<file path="config.mk">
export PLATFORM = sky130hd
export DESIGN_NAME = hazard_controller
export DESIGN_NICKNAME = d
export VERILOG_FILES = /design/src/rtl/hazard_controller_pkg.sv /design/src/rtl/hazard_controller_sat_counter.sv /design/src/rtl/hazard_controller.sv
export SDC_FILE = /design/constraint.sdc
export NUM_CORES = 1
export LEC_CHECK = 0
export BUFFER_PORTS_ARGS = -buffer_cell sky130_fd_sc_hd__clkbuf_2
export CAP_MARGIN = 40
export CORE_MARGIN = 2
export CORE_UTILIZATION = 50
export DETAILED_ROUTE_END_ITERATION = 10
export HOLD_SLACK_MARGIN = 0.08
export PLACE_DENSITY = 0.76
export SYNTH_ARGS = -nofsm -noshare
export SYNTH_HDL_FRONTEND = slang
export SYNTH_SLANG_ARGS = --single-unit
</file>
<file path="constraint.sdc">
create_clock -name i_clk -period 4.8 [get_ports i_clk]
set_input_delay 0.72 -clock i_clk [delete_from_list [all_inputs] [get_ports i_clk]]
set_output_delay 0.72 -clock i_clk [all_outputs]
set_load 0.005 [all_outputs]
</file>
<file path="src/rtl/hazard_controller_pkg.sv">
// Shared state encoding and hazard-detection helper for the pipeline hazard controller.
package hazard_controller_pkg;

    typedef enum logic [1:0] {
        RUN      = 2'd0,
        MEM_WAIT = 2'd1,
        HALT     = 2'd2
    } state_t;

    // A load in EX whose destination feeds the ID instruction; x0 never creates a dependency.
    function automatic logic load_use_hazard(
        input logic       ex_mem_r_en,
        input logic [4:0] ex_reg_dst,
        input logic [4:0] id_rs1,
        input logic       id_uses_rs1,
        input logic [4:0] id_rs2,
        input logic       id_uses_rs2
    );
        logic hit1;
        logic hit2;
        hit1 = id_uses_rs1 && (id_rs1 == ex_reg_dst);
        hit2 = id_uses_rs2 && (id_rs2 == ex_reg_dst);
        return ex_mem_r_en && (ex_reg_dst != 5'd0) && (hit1 || hit2);
    endfunction

endpackage

</file>
<file path="src/rtl/hazard_controller_sat_counter.sv">
// Saturating up-counter used for the stall and flush performance counters.
module sat_counter #(
    parameter int W = 32
) (
    input  logic         i_clk,
    input  logic         i_rst,
    input  logic         i_inc,
    output logic [W-1:0] o_value
);

    logic [W-1:0] value_q;

    // Count qualified events, holding at all-ones instead of wrapping.
    always_ff @(posedge i_clk or posedge i_rst) begin
        if (i_rst) begin
            value_q <= '0;
        end else if (i_inc && (value_q != {W{1'b1}})) begin
            value_q <= value_q + W'(1);
        end
    end

    assign o_value = value_q;

endmodule

</file>
<file path="src/rtl/hazard_controller.sv">
// Pipeline sequencing controller: load-use stalls, branch flushes, memory-wait freezes,
// a memory-timeout watchdog and saturating performance counters.
module hazard_controller
    import hazard_controller_pkg::*;
#(
    parameter int MEM_TIMEOUT = 16,
    parameter int CNT_W       = 32
) (
    input  logic             i_clk,
    input  logic             i_rst,
    input  logic [4:0]       i_id_rs1,
    input  logic [4:0]       i_id_rs2,
    input  logic             i_id_uses_rs1,
    input  logic             i_id_uses_rs2,
    input  logic             i_ex_mem_r_en,
    input  logic [4:0]       i_ex_reg_dst,
    input  logic             i_ex_branch_taken,
    input  logic             i_mem_req,
    input  logic             i_mem_ready,
    output logic             o_pc_en,
    output logic             o_if_id_en,
    output logic             o_if_id_flush,
    output logic             o_id_ex_en,
    output logic             o_id_ex_bubble,
    output logic             o_ex_mem_en,
    output logic             o_mem_wb_en,
    output logic             o_mem_timeout,
    output logic [CNT_W-1:0] o_stall_cycles,
    output logic [CNT_W-1:0] o_flush_count
);

    localparam int                WCNT_W    = $clog2(MEM_TIMEOUT + 1);
    localparam logic [WCNT_W-1:0] WCNT_ONE  = WCNT_W'(1);
    localparam logic [WCNT_W-1:0] TIMEOUT_C = WCNT_W'(MEM_TIMEOUT);

    state_t            state_q;
    state_t            state_d;
    logic [WCNT_W-1:0] wcnt_q;
    logic [WCNT_W-1:0] wcnt_d;
    logic [WCNT_W-1:0] wcnt_nxt_s;
    logic              timeout_q;
    logic              timeout_d;
    logic              load_use_s;
    logic              mem_wait_s;

    assign load_use_s = load_use_hazard(i_ex_mem_r_en, i_ex_reg_dst, i_id_rs1, i_id_uses_rs1,
                                        i_id_rs2, i_id_uses_rs2);
    assign mem_wait_s = i_mem_req && !i_mem_ready;

    // Zero-latency pipeline control: memory freeze, then branch flush, then load-use stall.
    always_comb begin
        o_pc_en        = 1'b0;
        o_if_id_en     = 1'b0;
        o_if_id_flush  = 1'b0;
        o_id_ex_en     = 1'b0;
        o_id_ex_bubble = 1'b0;
        o_ex_mem_en    = 1'b0;
        o_mem_wb_en    = 1'b0;
        if (i_rst || (state_q == HALT)) begin
            o_pc_en = 1'b0;
        end else if (mem_wait_s) begin
            o_pc_en = 1'b0;
        end else if (i_ex_branch_taken) begin
            o_pc_en        = 1'b1;
            o_if_id_en     = 1'b1;
            o_if_id_flush  = 1'b1;
            o_id_ex_en     = 1'b1;
            o_id_ex_bubble = 1'b1;
            o_ex_mem_en    = 1'b1;
            o_mem_wb_en    = 1'b1;
        end else if (load_use_s) begin
            // ID/EX still loads, but with the bubble so the stalled instruction is not issued twice.
            o_id_ex_en     = 1'b1;
            o_id_ex_bubble = 1'b1;
            o_ex_mem_en    = 1'b1;
            o_mem_wb_en    = 1'b1;
        end else begin
            o_pc_en     = 1'b1;
            o_if_id_en  = 1'b1;
            o_id_ex_en  = 1'b1;
            o_ex_mem_en = 1'b1;
            o_mem_wb_en = 1'b1;
        end
    end

    // Next-state and watchdog: the counter value is the number of frozen cycles including this one.
    always_comb begin
        state_d    = state_q;
        wcnt_d     = wcnt_q;
        timeout_d  = timeout_q;
        wcnt_nxt_s = (state_q == RUN) ? WCNT_ONE : (wcnt_q + WCNT_ONE);
        case (state_q)
            RUN, MEM_WAIT: begin
                if (mem_wait_s) begin
                    if (wcnt_nxt_s >= TIMEOUT_C) begin
                        state_d   = HALT;
                        wcnt_d    = '0;
                        timeout_d = 1'b1;
                    end else begin
                        state_d = MEM_WAIT;
                        wcnt_d  = wcnt_nxt_s;
                    end
                end else begin
                    state_d = RUN;
                    wcnt_d  = '0;
                end
            end
            HALT: begin
                state_d   = HALT;
                timeout_d = 1'b1;
            end
            default: begin
                state_d = RUN;
                wcnt_d  = '0;
            end
        endcase
    end

    // State, wait counter and sticky timeout flag.
    always_ff @(posedge i_clk or posedge i_rst) begin
        if (i_rst) begin
            state_q   <= RUN;
            wcnt_q    <= '0;
            timeout_q <= 1'b0;
        end else begin
            state_q   <= state_d;
            wcnt_q    <= wcnt_d;
            timeout_q <= timeout_d;
        end
    end

    assign o_mem_timeout = timeout_q;

    sat_counter #(.W(CNT_W)) u_stall_cnt (
        .i_clk   (i_clk),
        .i_rst   (i_rst),
        .i_inc   (!o_pc_en),
        .o_value (o_stall_cycles)
    );

    sat_counter #(.W(CNT_W)) u_flush_cnt (
        .i_clk   (i_clk),
        .i_rst   (i_rst),
        .i_inc   (o_if_id_flush),
        .o_value (o_flush_count)
    );

endmodule

</file>
After elaboration in Yosys (flattened, before gate mapping)
Index checks and enable logic that the tools add are counted.
{ "classes": {"n_lt_le_gt_ge": 1, "muxes": 23, "n_eq_ne": 8, "reduce_logical": 16, "addsub": 3} }
{ "ops": {"columns": ["operator", "n"], "rows": [
  ["$add 32x1->32 const B", 2],
  ["$ne 32x32->1 const B", 2],
  ["$mux 1", 15],
  ["$mux 5", 3],
  ["$eq 5x5->1", 2],
  ["$pmux 5 s2", 1],
  ["$logic_and 1x1->1", 7],
  ["$add 5x1->5 const B", 1],
  ["$ge 5x5->1 const B", 1],
  ["$reduce_bool 5->1", 1],
  ["$mux 2", 2],
  ["$ne 2x2->1 const B", 2],
  ["$pmux 2 s2", 1],
  ["$reduce_and 3->1", 1],
  ["$eq 2x1->1 const B", 1],
  ["$eq 2x2->1 const B", 1],
  ["$logic_not 1->1", 2],
  ["$logic_not 2->1", 1],
  ["$logic_or 1x1->1", 2],
  ["$pmux 1 s2", 1],
  ["$reduce_bool 2->1", 1],
  ["$reduce_or 2->1", 1]
]} }
{ "word_totals": {"out_inout_bits": 72, "register_bits": 72} }

Longest topological paths before layout
{ "depth": {"ltp_word": 10, "ltp_mapped": 9, "ltp_nobuf": 8} }

Cells and area by module
A second synthesis with hierarchy kept.
{ "unflattened": {"hier_cells": 338, "hier_area_um2": 3698.5} }
{ "by_module_without_submodules": {"columns": ["module", "area_each_um2", "cells_per_inst", "n_inst"], "rows": [
  ["sat_counter", 1561.5, 139, 2],
  ["hazard_controller", 575.6, 60, 1]
]} }

Least setup slack after synthesis
No wires, ideal clock.
{ "synth_timing": {"kind": "input-to-output", "from": "input i_rst", "to": "output o_pc_en", "path_stages": 4, "slack_ns": 0.957, "arrival_ns": 3.123, "path_cell_list": "inv_1 and3_2 a21boi_4 buf_4"} }
{ "synth_via": {"elab_chain_cells": 2} }
{ "synth_lines": {"columns": ["element", "line_no", "text"], "rows": [
  ["start: declaration", "hazard_controller.sv:10", "input logic i_rst,"],
  ["$logic_or 1x1->1", "hazard_controller.sv:59", "if (i_rst || (state_q == HALT)) begin"],
  ["$mux 1", null, null],
  ["end: declaration", "hazard_controller.sv:20", "output logic o_pc_en,"]
]} }
No other way between the ends.

Worst setup path in the final report
{ "layout_timing": {"from": "input i_ex_reg_dst[0]", "to": "output o_pc_en"} }
{ "layout_via": {"elab_chain_cells": 8, "elab_cells_between_ends": 12} }
{ "layout_lines": {"columns": ["element", "line_no", "text"], "rows": [
  ["start: declaration", "hazard_controller.sv:16", "input logic [4:0] i_ex_reg_dst,"],
  ["$eq 5x5->1, on equally long branches", "hazard_controller_pkg.sv:21, hazard_controller_pkg.sv:22", null],
  ["$logic_and 1x1->1, on equally long branches", "hazard_controller_pkg.sv:21, hazard_controller_pkg.sv:22", null],
  ["$logic_or 1x1->1", "hazard_controller_pkg.sv:23", "return ex_mem_r_en && (ex_reg_dst != 5'd0) && (hit1 || hit2);"],
  ["$logic_and 1x1->1 *", "hazard_controller_pkg.sv:23", null],
  ["$mux 1 *", "hazard_controller.sv:71", "end else if (load_use_s) begin"],
  ["$mux 1 *", "hazard_controller.sv:63", "end else if (i_ex_branch_taken) begin"],
  ["$mux 1 *", "hazard_controller.sv:61", "end else if (mem_wait_s) begin"],
  ["$mux 1 *", "hazard_controller.sv:59", null]
]} }
Mark *: on every way between the ends. The rest lies on a longest branch, timed or not.

==> reports/results.md <==
| Metric | This run |
| --- | --- |
| Outcome | complete, no violations |
| YS warnings | 0 |
| Number of gates resized after cts | 0 |
| Diodes inserted | 0 |
| Via Count | 2,835 |
| Average footprint of a synthesized cell | 10.5 um2 |
| Total negative setup slack | 0 ns |
| Number of max-capacitance violations reported | 0 |
| Number of setup buffers added after CTS | 0 |
| Most common cell in the netlist | sky130_fd_sc_hd__dfrtp_1 |
| Antenna violations before repair | 0 |
| Root Driver | sky130_fd_sc_hd__clkbuf_8 |
| Layout fillers | 607 |
| Hold Path Class | in2async |
| Die area | 7940 um2 |
| Transition time of the tightest slew-check pin | 0.695 ns |
| Starting density of the core | 50.8% |
| Sinks on the clock net | 72 |
| Clk pin slew, worst setup/hold paths | 0.08 ns |
| Detailed-routing iteration count for the pre-antenna-repair pass | 4 |
| Prevailing post-synth register cell | sky130_fd_sc_hd__dfrtp_1 |
| DP Wirelength | 5480 um |
| Unrepaired setup endpoints after global routing | false |
| Static power due to leakage | 1.96 nW |
| Share of flip-flops with an asynchronous set or reset | 100% |
| Core area | 7140 um2 |
| Die height | 89.1 um |
| Post-Synthesis Net Count | 371 |
| Die boundary width | 89.1 um |
| Required arrival time at the worst endpoint | 4.08 ns |
| Fraction of power consumed by combinational cells | 16.4% |
| Slew margin rel. | 53.5% |
| Routed wire length | 7540 um |
| Sw frac | 28.6% |
| Top cell type by total area after synthesis | sky130_fd_sc_hd__dfrtp_1 |
| Number of instances in the synthesized netlist | 345 |
| Max Buffers Root-to-Sink | 2 |
| Utilization after layout | 61.6% |
| Most area-consuming cells after synthesis | sky130_fd_sc_hd__dfrtp_1, sky130_fd_sc_hd__xor2_1, sky130_fd_sc_hd__xnor2_1, sky130_fd_sc_hd__nor3_1, sky130_fd_sc_hd__nand3_1 |
| Mapped Area | 3620 um2 |
| Final Cycle Share | 58.6% |
| Sequential standard cell area | 1800 um2 |
| Number of nets in the layout | 466 |
| Final number of max-transition violations | 0 |
| Multi-input logic area | 1690 um2 |
| Total power per unit cell area | 365 nW/um2 |
| Internal power component | 0.00115 W |
| Count of final hold-check violations | 0 |
| Depth of the CTS H-tree | 3 |
| Share of Yosys cell area claimed by the top area cell type | 49.7% |
| Total net switching power | 0.000459 W |
| Final routed DRC violation total | 0 |
| Quantity of hold-fixing buffers added after cts | 0 |
| Final-report setup violation count | 0 |
| Worst hold slack | 0.466 ns |
| Tmin final | 2.81 ns |
| Clock tree from TritonCTS | yes |
| Number of nets with antenna violations after routing | 0 |
| Site Rows | 31 |
| Part of the power in registers | 47.5% |
| Largest fanout on the critical path | 4 |
| Critical Path Source Type | primary input |
| Pin count of the biggest net entering global routing | 41 |
| Total overflow reported by the global router | 0 |
| Per-cell routed wire length | 13.9 um |
| Setup crit end kind | output pin |
| Max Clock Freq | 0.356 GHz |
| Top-Level Pins | 95 |
| Crit path kind | in2out |
| Routability Congestion | 0.818 |
| Portion of total power attributed to the clock network | 36.2% |
| Share of layout cells above drive strength 1 | 28.8% |
| Worst voltage drop across the vdd grid | 0.000283 V |
| Number of enable flip-flop cells after synthesis | 0 |
| Arrival time at the worst endpoint | 2.09 ns |
| Share of synthesized area occupied by flip-flops and latches | 49.7% |
| Area growth from synthesis to layout | 21.5% |
| Number of distinct library cells after synthesis | 40 |
| #FFs+latches synth | 72 |
| Number of buffers inserted during clock tree synthesis | 9 |
| Number of global-route vias before repair | 2,786 |
| Clock insertion delay at the later pin of the skew report | 0.34 ns |
| Average via count per standard cell | 5.21 |
| Port Buffer Count | 94 |
| Global-route wire length before repair | 12,800 um |
| Commonest cells in the netlist | sky130_fd_sc_hd__dfrtp_1, sky130_fd_sc_hd__xor2_1, sky130_fd_sc_hd__xnor2_1, sky130_fd_sc_hd__nand2_1, sky130_fd_sc_hd__nor3_1 |
| Setup skew after layout | 0.00667 ns |
| GRT Overall Usage | 20.7% |
| Iteration-0 DRC Markers | 135 |
==> power groups by stage <==
stage	clock (W)	combinational [W]	sequential [W]
6_report	0.000581	0.000262	0.000762
5_1_grt	0.000620	0.000302	0.000774
4_1_cts	0.000596	0.000268	0.000762
3_5_place_dp	0	0.000267	0.000773
3_3_place_gp	0	0.000258	0.000770
2_1_floorplan	0	0.000159	0.000763
==> worst max-delay path, stage by stage <==
cell and delay, ns:
sky130_fd_sc_hd__clkbuf_2 0.11, sky130_fd_sc_hd__or4_1 0.50, sky130_fd_sc_hd__o21ai_0 0.26, sky130_fd_sc_hd__nor2_1 0.12, sky130_fd_sc_hd__a21boi_4 0.22, sky130_fd_sc_hd__clkbuf_2 0.15
==> cell type report <==
type                            count  area share (%)
Sequential cell                    72            41.0
Multi-Input combinational cell    250            38.5
Timing Repair Buffer               96            11.3
Clock buffer                        9            2.82
Tap cell                           99            2.82
Clock inverter                      7            2.67
Inverter                           11           0.939
==> cell usage in the layout (no fill, tap or decap), types with 3 or more instances in the layout <==
cell type / count
sky130_fd_sc_hd__clkbuf_8: 9
sky130_fd_sc_hd__dfrtp_1: 72
sky130_fd_sc_hd__nor2_1: 18
sky130_fd_sc_hd__nor3_1: 25
sky130_fd_sc_hd__nand4_1: 18
sky130_fd_sc_hd__nor4_1: 11
sky130_fd_sc_hd__nand2_1: 29
sky130_fd_sc_hd__xor2_1: 41
sky130_fd_sc_hd__nand3_1: 23
sky130_fd_sc_hd__inv_1: 10
sky130_fd_sc_hd__bufinv_16: 3
sky130_fd_sc_hd__ha_1: 3
sky130_fd_sc_hd__o21ai_0: 5
sky130_fd_sc_hd__nor2b_1: 3
sky130_fd_sc_hd__or3_1: 4
sky130_fd_sc_hd__nor4_2: 3
sky130_fd_sc_hd__clkbuf_2: 94
sky130_fd_sc_hd__xnor2_1: 33
sky130_fd_sc_hd__and3_1: 7
sky130_fd_sc_hd__nand2b_1: 3
==> cells by family (layout without fill, tap and decap cells) <==
logic type      after synthesis  in the layout  share of synthesized area [%]
compound gates               15             15                           3.73
xor+xnor                     74             74                           17.9
fa+ha+maj                     3              3                           1.04
buf+inv                      23            123                           3.52
flops                        72             72                           49.7
mux                           2              2                          0.622
simple gates                156            156                           23.5
==> worst paths after layout <==
path                       slack, ns  cells after the start                       to              startpoint
setup / recovery                1.99                      6                  o_pc_en         i_ex_reg_dst[0]
hold / removal                  0.47                      3  u_flush_cnt.o_value[11]                   i_rst
setup reg to reg                2.27                      6   u_stall_cnt.o_value[1]  u_stall_cnt.o_value[0]
hold reg to reg                 0.47                      1            o_mem_timeout           o_mem_timeout
max in group asynchronous       3.78                      4  u_stall_cnt.o_value[19]                   i_rst
min in group i_clk              0.47                      1            o_mem_timeout           o_mem_timeout
==> per-layer routing <==
layer	vias to the layer above	global-route usage (%)	share of wire, %
li1	1381	-	-
met1	1376	25.1	43
met2	69	35.2	51
met3	9	6.28	5.2
met4	0	7.06	1.0
met5	-	0	0
==> per-stage QoR <==
step | instance area, um2 | setup WS (ns) | power [W] | instances
6_report | 4400 | 1.99 | 0.00161 | 544
5_1_grt | 4400 | 1.85 | 0.00170 | 544
4_1_cts | 4400 | 2.00 | 0.00163 | 544
3_5_place_dp | 4160 | 2.00 | 0.00104 | 528
3_3_place_gp | 4140 | 2.03 | 0.00103 | 527
2_1_floorplan | 3620 | 0.957 | 0.000923 | 345
==> flip-flops by register name, summed over array words and instances (netlist names) <==
name                 flops
wcnt_q                   5
u_stall_cnt.o_value     32
o_mem_timeout            1
u_flush_cnt.o_value     32
state_q                  2
Power figures use the tool's default switching activity.
